<file path="config.mk">
export PLATFORM = sky130hd
export DESIGN_NAME = config_subtractor_pipe_flat
export DESIGN_NICKNAME = d
export VERILOG_FILES = /design/src/rtl/config_subtractor_pipe_if.sv /design/src/rtl/config_subtractor_pipe.sv /design/src/flat_wrapper.sv
export SDC_FILE = /design/constraint.sdc
export NUM_CORES = 1
export LEC_CHECK = 0
export ABC_CLOCK_PERIOD_IN_PS = 3150
export CORE_ASPECT_RATIO = 1.1
export CORE_UTILIZATION = 50
export DETAILED_ROUTE_END_ITERATION = 7
export GPL_TIMING_DRIVEN = 1
export PLACE_DENSITY = 0.82
export SLEW_MARGIN = 20
export SYNTH_ARGS = -nofsm -noshare
export SYNTH_HDL_FRONTEND = slang
export SYNTH_SLANG_ARGS = --single-unit
</file>
<file path="constraint.sdc">
create_clock -name clk -period 3.15 [get_ports clk]
set_input_delay 0.63 -clock clk [delete_from_list [all_inputs] [get_ports clk]]
set_output_delay 0.63 -clock clk [all_outputs]
set_load 0.02 [all_outputs]
</file>
<file path="src/rtl/config_subtractor_pipe_if.sv">
// Streaming handshake bundle for config_subtractor_pipe: operand side and result side.
// The master drives operands and result backpressure; the slave is the subtractor.
interface config_subtractor_pipe_if #(
  parameter int unsigned P = 8
);
  logic         in_valid;
  logic         in_ready;
  logic [P-1:0] a;
  logic [P-1:0] b;
  logic         halvedPrecision;
  logic         out_valid;
  logic         out_ready;
  logic [P+1:0] diff;
  logic         out_halved;

  modport master (
    output in_valid,
    output a,
    output b,
    output halvedPrecision,
    output out_ready,
    input  in_ready,
    input  out_valid,
    input  diff,
    input  out_halved
  );

  modport slave (
    input  in_valid,
    input  a,
    input  b,
    input  halvedPrecision,
    input  out_ready,
    output in_ready,
    output out_valid,
    output diff,
    output out_halved
  );
endinterface

</file>
<file path="src/rtl/config_subtractor_pipe.sv">
// Two-stage runtime-configurable subtractor: one P-bit difference or two packed P/2-bit
// differences, each widened by one bit so the exact signed result always fits.
module config_subtractor_pipe #(
  parameter int unsigned P = 8
) (
  input logic                    clk,
  input logic                    rst,
  config_subtractor_pipe_if.slave bus_io
);

  localparam int unsigned H = P / 2;

  // Stage 1 state: lower-half difference plus everything stage 2 still needs
  logic         s1_valid_q, s1_valid_d;
  logic [H-1:0] lo_q, lo_d;
  logic         lo_borrow_q, lo_borrow_d;
  logic         a_lo_sign_q, a_lo_sign_d;
  logic         b_lo_sign_q, b_lo_sign_d;
  logic [H-1:0] a_hi_q, a_hi_d;
  logic [H-1:0] b_hi_q, b_hi_d;
  logic         halved_q, halved_d;

  // Stage 2 / output state
  logic         out_valid_q, out_valid_d;
  logic [P+1:0] diff_q, diff_d;
  logic         out_halved_q, out_halved_d;

  logic         in_fire;
  logic         s2_load;
  logic [H:0]   lo_sum;
  logic         hi_cin;
  logic [H-1:0] hi;
  logic         hi_sign;
  logic         lo_sign;

  assign s2_load          = !out_valid_q || bus_io.out_ready;
  assign bus_io.in_ready  = !s1_valid_q || s2_load;
  assign in_fire          = bus_io.in_valid && bus_io.in_ready;

  assign bus_io.out_valid  = out_valid_q;
  assign bus_io.diff       = diff_q;
  assign bus_io.out_halved = out_halved_q;

  // Lower half as a + ~b + 1; a missing carry-out is a borrow.
  always_comb begin
    lo_sum = {1'b0, bus_io.a[H-1:0]} + {1'b0, ~bus_io.b[H-1:0]} + {{H{1'b0}}, 1'b1};
  end

  always_comb begin
    s1_valid_d  = s1_valid_q;
    lo_d        = lo_q;
    lo_borrow_d = lo_borrow_q;
    a_lo_sign_d = a_lo_sign_q;
    b_lo_sign_d = b_lo_sign_q;
    a_hi_d      = a_hi_q;
    b_hi_d      = b_hi_q;
    halved_d    = halved_q;
    if (in_fire) begin
      s1_valid_d  = 1'b1;
      lo_d        = lo_sum[H-1:0];
      lo_borrow_d = ~lo_sum[H];
      a_lo_sign_d = bus_io.a[H-1];
      b_lo_sign_d = bus_io.b[H-1];
      a_hi_d      = bus_io.a[P-1:H];
      b_hi_d      = bus_io.b[P-1:H];
      halved_d    = bus_io.halvedPrecision;
    end else if (s2_load) begin
      s1_valid_d  = 1'b0;
    end
  end

  // Halved mode cuts the borrow chain so the two halves stay independent.
  always_comb begin
    hi_cin  = halved_q ? 1'b1 : ~lo_borrow_q;
    hi      = a_hi_q + ~b_hi_q + {{(H-1){1'b0}}, hi_cin};
    hi_sign = (a_hi_q[H-1] ^ b_hi_q[H-1]) ? a_hi_q[H-1] : hi[H-1];
    lo_sign = (a_lo_sign_q ^ b_lo_sign_q) ? a_lo_sign_q : lo_q[H-1];
  end

  always_comb begin
    out_valid_d  = out_valid_q;
    diff_d       = diff_q;
    out_halved_d = out_halved_q;
    if (s2_load) begin
      out_valid_d = s1_valid_q;
      if (s1_valid_q) begin
        out_halved_d = halved_q;
        diff_d       = halved_q ? {hi_sign, hi, lo_sign, lo_q}
                                : {hi_sign, hi_sign, hi, lo_q};
      end
    end
  end

  always_ff @(posedge clk) begin
    if (rst) begin
      s1_valid_q   <= 1'b0;
      lo_q         <= '0;
      lo_borrow_q  <= 1'b0;
      a_lo_sign_q  <= 1'b0;
      b_lo_sign_q  <= 1'b0;
      a_hi_q       <= '0;
      b_hi_q       <= '0;
      halved_q     <= 1'b0;
      out_valid_q  <= 1'b0;
      diff_q       <= '0;
      out_halved_q <= 1'b0;
    end else begin
      s1_valid_q   <= s1_valid_d;
      lo_q         <= lo_d;
      lo_borrow_q  <= lo_borrow_d;
      a_lo_sign_q  <= a_lo_sign_d;
      b_lo_sign_q  <= b_lo_sign_d;
      a_hi_q       <= a_hi_d;
      b_hi_q       <= b_hi_d;
      halved_q     <= halved_d;
      out_valid_q  <= out_valid_d;
      diff_q       <= diff_d;
      out_halved_q <= out_halved_d;
    end
  end

endmodule
</file>
<file path="src/flat_wrapper.sv">
// flat-port wrapper written by rule: the top's interface ports become plain ports
module config_subtractor_pipe_flat 
#(
  parameter int unsigned P = 8
)
  (clk, rst, bus_io_in_valid, bus_io_a, bus_io_b, bus_io_halvedPrecision, bus_io_out_ready, bus_io_in_ready, bus_io_out_valid, bus_io_diff, bus_io_out_halved);
  config_subtractor_pipe_if #(.P(P)) bus_io_i ();
  input logic clk;
  input logic rst;
  input wire logic [$bits(bus_io_i.in_valid)-1:0] bus_io_in_valid;
  input wire logic [$bits(bus_io_i.a)-1:0] bus_io_a;
  input wire logic [$bits(bus_io_i.b)-1:0] bus_io_b;
  input wire logic [$bits(bus_io_i.halvedPrecision)-1:0] bus_io_halvedPrecision;
  input wire logic [$bits(bus_io_i.out_ready)-1:0] bus_io_out_ready;
  output wire logic [$bits(bus_io_i.in_ready)-1:0] bus_io_in_ready;
  output wire logic [$bits(bus_io_i.out_valid)-1:0] bus_io_out_valid;
  output wire logic [$bits(bus_io_i.diff)-1:0] bus_io_diff;
  output wire logic [$bits(bus_io_i.out_halved)-1:0] bus_io_out_halved;
  assign bus_io_i.in_valid = bus_io_in_valid;
  assign bus_io_i.a = bus_io_a;
  assign bus_io_i.b = bus_io_b;
  assign bus_io_i.halvedPrecision = bus_io_halvedPrecision;
  assign bus_io_i.out_ready = bus_io_out_ready;
  assign bus_io_in_ready = bus_io_i.in_ready;
  assign bus_io_out_valid = bus_io_i.out_valid;
  assign bus_io_diff = bus_io_i.diff;
  assign bus_io_out_halved = bus_io_i.out_halved;
  config_subtractor_pipe #(.P(P)) u_core (.clk(clk), .rst(rst), .bus_io(bus_io_i));
endmodule
</file>
==> metrics.cfg <==
[setup_path]
crit_path_top_delay_cell=clkdlybuf4s50_1
critical_path_buf_inv_count=3
path_class=input pin to output port
crit_fanout=19
worstPathArrival_ns=2.17
path_cells=clkdlybuf4s50_1, and3b_1, inv_4, clkdlybuf4s50_1
cp_top_family=buffers and inverters
cp.required_ns=2.52
start_kind=input pin
critical-path-max-stage-delay_ns=0.64
crit_top_cell=clkdlybuf4s50_1
crit_path_end_kind=output port

[grt]
grt_max_degree=31
grt_pass1_vias=1226
overflow=0
top_usage_layer=met2
grt_pass1_wl_mm=5.223
met3_usage_pct=8.010
track_usage_pct=22.42
antenna_found_initial=0
grtUsageMet2_pct=38.93
met1_usage_pct=25.37

[power]
total_leakage_power_nw=0.7149
total_power_mw=0.9495
netSwitchingFraction_pct=24.02
clockPowerShare_pct=39.5
p_comb_share_pct=17.8
seq_power_share_pct=42.7
p_sw_mw=0.2281
p_int_mw=0.7214
ir_drop_mv=0.5090
powerDensity_nw_per_um2=504.9

[clocking]
cts_resized=0
clock_path_buffers=2
cts_root_buf=clkbuf_4
path_clk_slew_ns=0.09
cts_tree=done
htreeDepth=2
clk_latency_ns=0.32
clock_sinks=29
cts_setup_buffers=0
ctsHoldBuffers=0
numCtsBuffers=5

[detailed_routing]
wl_per_cell_um=12.89
ant_nets=0
drt_wl_total_mm=3.003
dr_total_vias=1316
drt-vias-per-instance=5.648
drtIter0Drc=32
first_pass_iters=4
drc_errors=0

[synthesis]
syn-num-nets=200
synth_xor_area_share_pct=1.210
synth.mux.area_fraction_pct=0
synth_fa_ha_area_share_pct=10.72
syn_inst=169
ys_seq_area_share_pct=40.10
synth_simple_gate_area_share_pct=11.32
ys_types=33
synth_warnings=0
synth_compound_area_share_pct=27.66
ys_ff_latch=29
syn_area_um2=1448
avgSynthCellArea_um2=8.566
synth_top_family_by_area=compound AO/OA/AOI/OAI gates

[place]
place_congestion=0.7765
dpl.hpwl_mm=2.188
io_buffers=33

[floorplan]
dieArea_um2=3115
initial_core_util_pct=52.59
die_w_um=53.31
rows=20
ios=34
coreArea_um2=2753
die_h_um=58.44

[finish]
layout-drive-gt1-share_pct=7.500
area_delta_synth_final_pct=29.90
diodes=0
fillers=243
fin_nets=230

[sta]
clock.fmax_mhz=356.8
maxSlewViolCount=0
tns_ns=0
setup_violations=0
rsz0062_at_grt=false
period_minus_slack_ns=2.802
finClkSkew_ns=0.01060
finalHoldViolCount=0
timing.slew.headroom_pct=56.26
finalCritPeriodShare_pct=88.96
worst_pin_slew_ns=0.6548

[run_status]
outcome=complete, no violations

[min_path]
hp-class=register to register

[run]
max_cap_violations=0

## layout make-up
class	instances	area, µm²	share of cell area (%)
flip-flops and latches	29	580.6	30.87
well taps	33	41.29	2.196
clock inverters	3	65.06	3.460
clock buffers	5	37.54	1.996
repair buffers	37	360.3	19.16
multi-input cells	111	737.0	39.19
inverters	15	58.81	3.127
## worst register-to-register path: stages, from the launching register on
cell and delay [ns]:
dfxtp_1 0.55, nor2b_1 0.11, fa_1 0.38, inv_2 0.07
a21o_1 0.10, a21oi_1 0.07, fa_1 0.47, nand2b_1 0.09
o2111ai_1 0.12, a21oi_1 0.17
## metrics by stage
| step | util (%) | std cells | instance area, µm² | worst slack [ns] | hold WS [ns] |
|---|---|---|---|---|---|
| floorplan | - | 169 | 1448 | 1.155 | 0.4403 |
| global placement | 64.59 | 225 | 1778 | 0.3761 | 0.4532 |
| detailed placement | 64.59 | 225 | 1778 | 0.3685 | 0.4585 |
| CTS | 68.32 | 233 | 1881 | 0.3491 | 0.4728 |
| global route | 68.32 | 233 | 1881 | 0.3052 | 0.5028 |
| finish | 68.32 | 233 | 1881 | 0.3476 | 0.4782 |
## power by group through the flow
stage / combinational (mW) / sequential [mW] / clock (mW)
3_3_place_gp: 0.162 / 0.412 / 0
3_5_place_dp: 0.169 / 0.413 / 0
6_report: 0.169 / 0.405 / 0.375
4_1_cts: 0.170 / 0.405 / 0.384
5_1_grt: 0.189 / 0.408 / 0.399
2_1_floorplan: 0.0961 / 0.420 / 0
## sequential cells by signal, indices dropped and copies added (netlist names)
name / count
u_core.lo_borrow_q: 1
u_core.b_lo_sign_q: 1
u_core.s1_valid_q: 1
u_core.halved_q: 1
u_core.b_hi_q: 4
u_core.bus_io.diff: 10
u_core.bus_io.out_halved: 1
u_core.lo_q: 4
u_core.a_hi_q: 4
u_core.a_lo_sign_q: 1
u_core.bus_io.out_valid: 1
## path summary, 6_finish.rpt
check | start | end | slack, ns | cells past startpoint
max | bus_io_out_ready | bus_io_in_ready | 0.35 | 4
max reg2reg | u_core.halved_q$_SDFFE_PP0P_ | u_core.bus_io.diff[7]$_SDFFE_PP0P_ | 0.95 | 9
min | u_core.lo_q[1]$_SDFFE_PP0P_ | u_core.bus_io.diff[1]$_SDFFE_PP0P_ | 0.48 | 2
min reg2reg | u_core.lo_q[1]$_SDFFE_PP0P_ | u_core.bus_io.diff[1]$_SDFFE_PP0P_ | 0.48 | 2
## logic make-up after synthesis
kind of cell / Yosys count
AO/OA/AOI/OAI: 69
AND/OR/NAND/NOR: 30
buffers and inverters: 29
flip-flops: 29
adder cells (fa/ha/maj): 10
XOR/XNOR: 2
## layout by cell type (no fill, tap or decap), types with 2 or more instances in the layout
cell type | netlist | layout
a21o_1 | 2 | 2
a21oi_1 | 30 | 30
a311oi_1 | 3 | 3
buf_4 | 2 | 4
bufinv_16 | 0 | 2
clkbuf_4 | 0 | 5
clkdlybuf4s50_1 | 0 | 33
dfxtp_1 | 29 | 29
fa_1 | 4 | 4
ha_1 | 6 | 6
inv_1 | 12 | 12
inv_2 | 2 | 2
nand2_1 | 3 | 3
nand2b_1 | 3 | 3
nand3_1 | 18 | 18
nor2b_1 | 2 | 2
o2111ai_1 | 4 | 4
o211ai_1 | 2 | 2
o21ai_0 | 12 | 12
o21ai_1 | 11 | 11
## cell usage after synthesis, drive strengths merged
| cell type | n | area share (%) |
|---|---|---|
| nand2b | 3 | 1.3 |
| a21o | 2 | 1.0 |
| o21ai | 23 | 8.0 |
| a311oi | 3 | 1.8 |
| nand3b | 1 | 0.52 |
| buf | 7 | 3.1 |
| a211o | 1 | 0.61 |
| ha | 6 | 5.2 |
| nand3 | 18 | 6.2 |
| a22o | 1 | 0.61 |
| dfxtp | 29 | 40 |
| a21oi | 30 | 10 |
| inv | 15 | 4.1 |
| o211ai | 2 | 1.0 |
| a21boi | 1 | 0.52 |
| o21bai | 1 | 0.52 |
| or3b | 1 | 0.61 |
| xnor2 | 1 | 0.61 |
| xor2 | 1 | 0.61 |
| o2111ai | 4 | 2.4 |
| nand2 | 3 | 0.78 |
| and3b | 1 | 0.61 |
| nor2b | 2 | 0.86 |
| a2111o | 1 | 0.78 |
| clkbuf | 7 | 1.8 |
| nand4 | 1 | 0.43 |
| fa | 4 | 5.5 |
## routing by layer
metal	vias up	routed length [µm]
li1	662	-
met1	599	1233
met2	48	1514
met3	7	200
met4	0	55
met5	-	0
No activity file was read; power rests on OpenSTA's default activity.
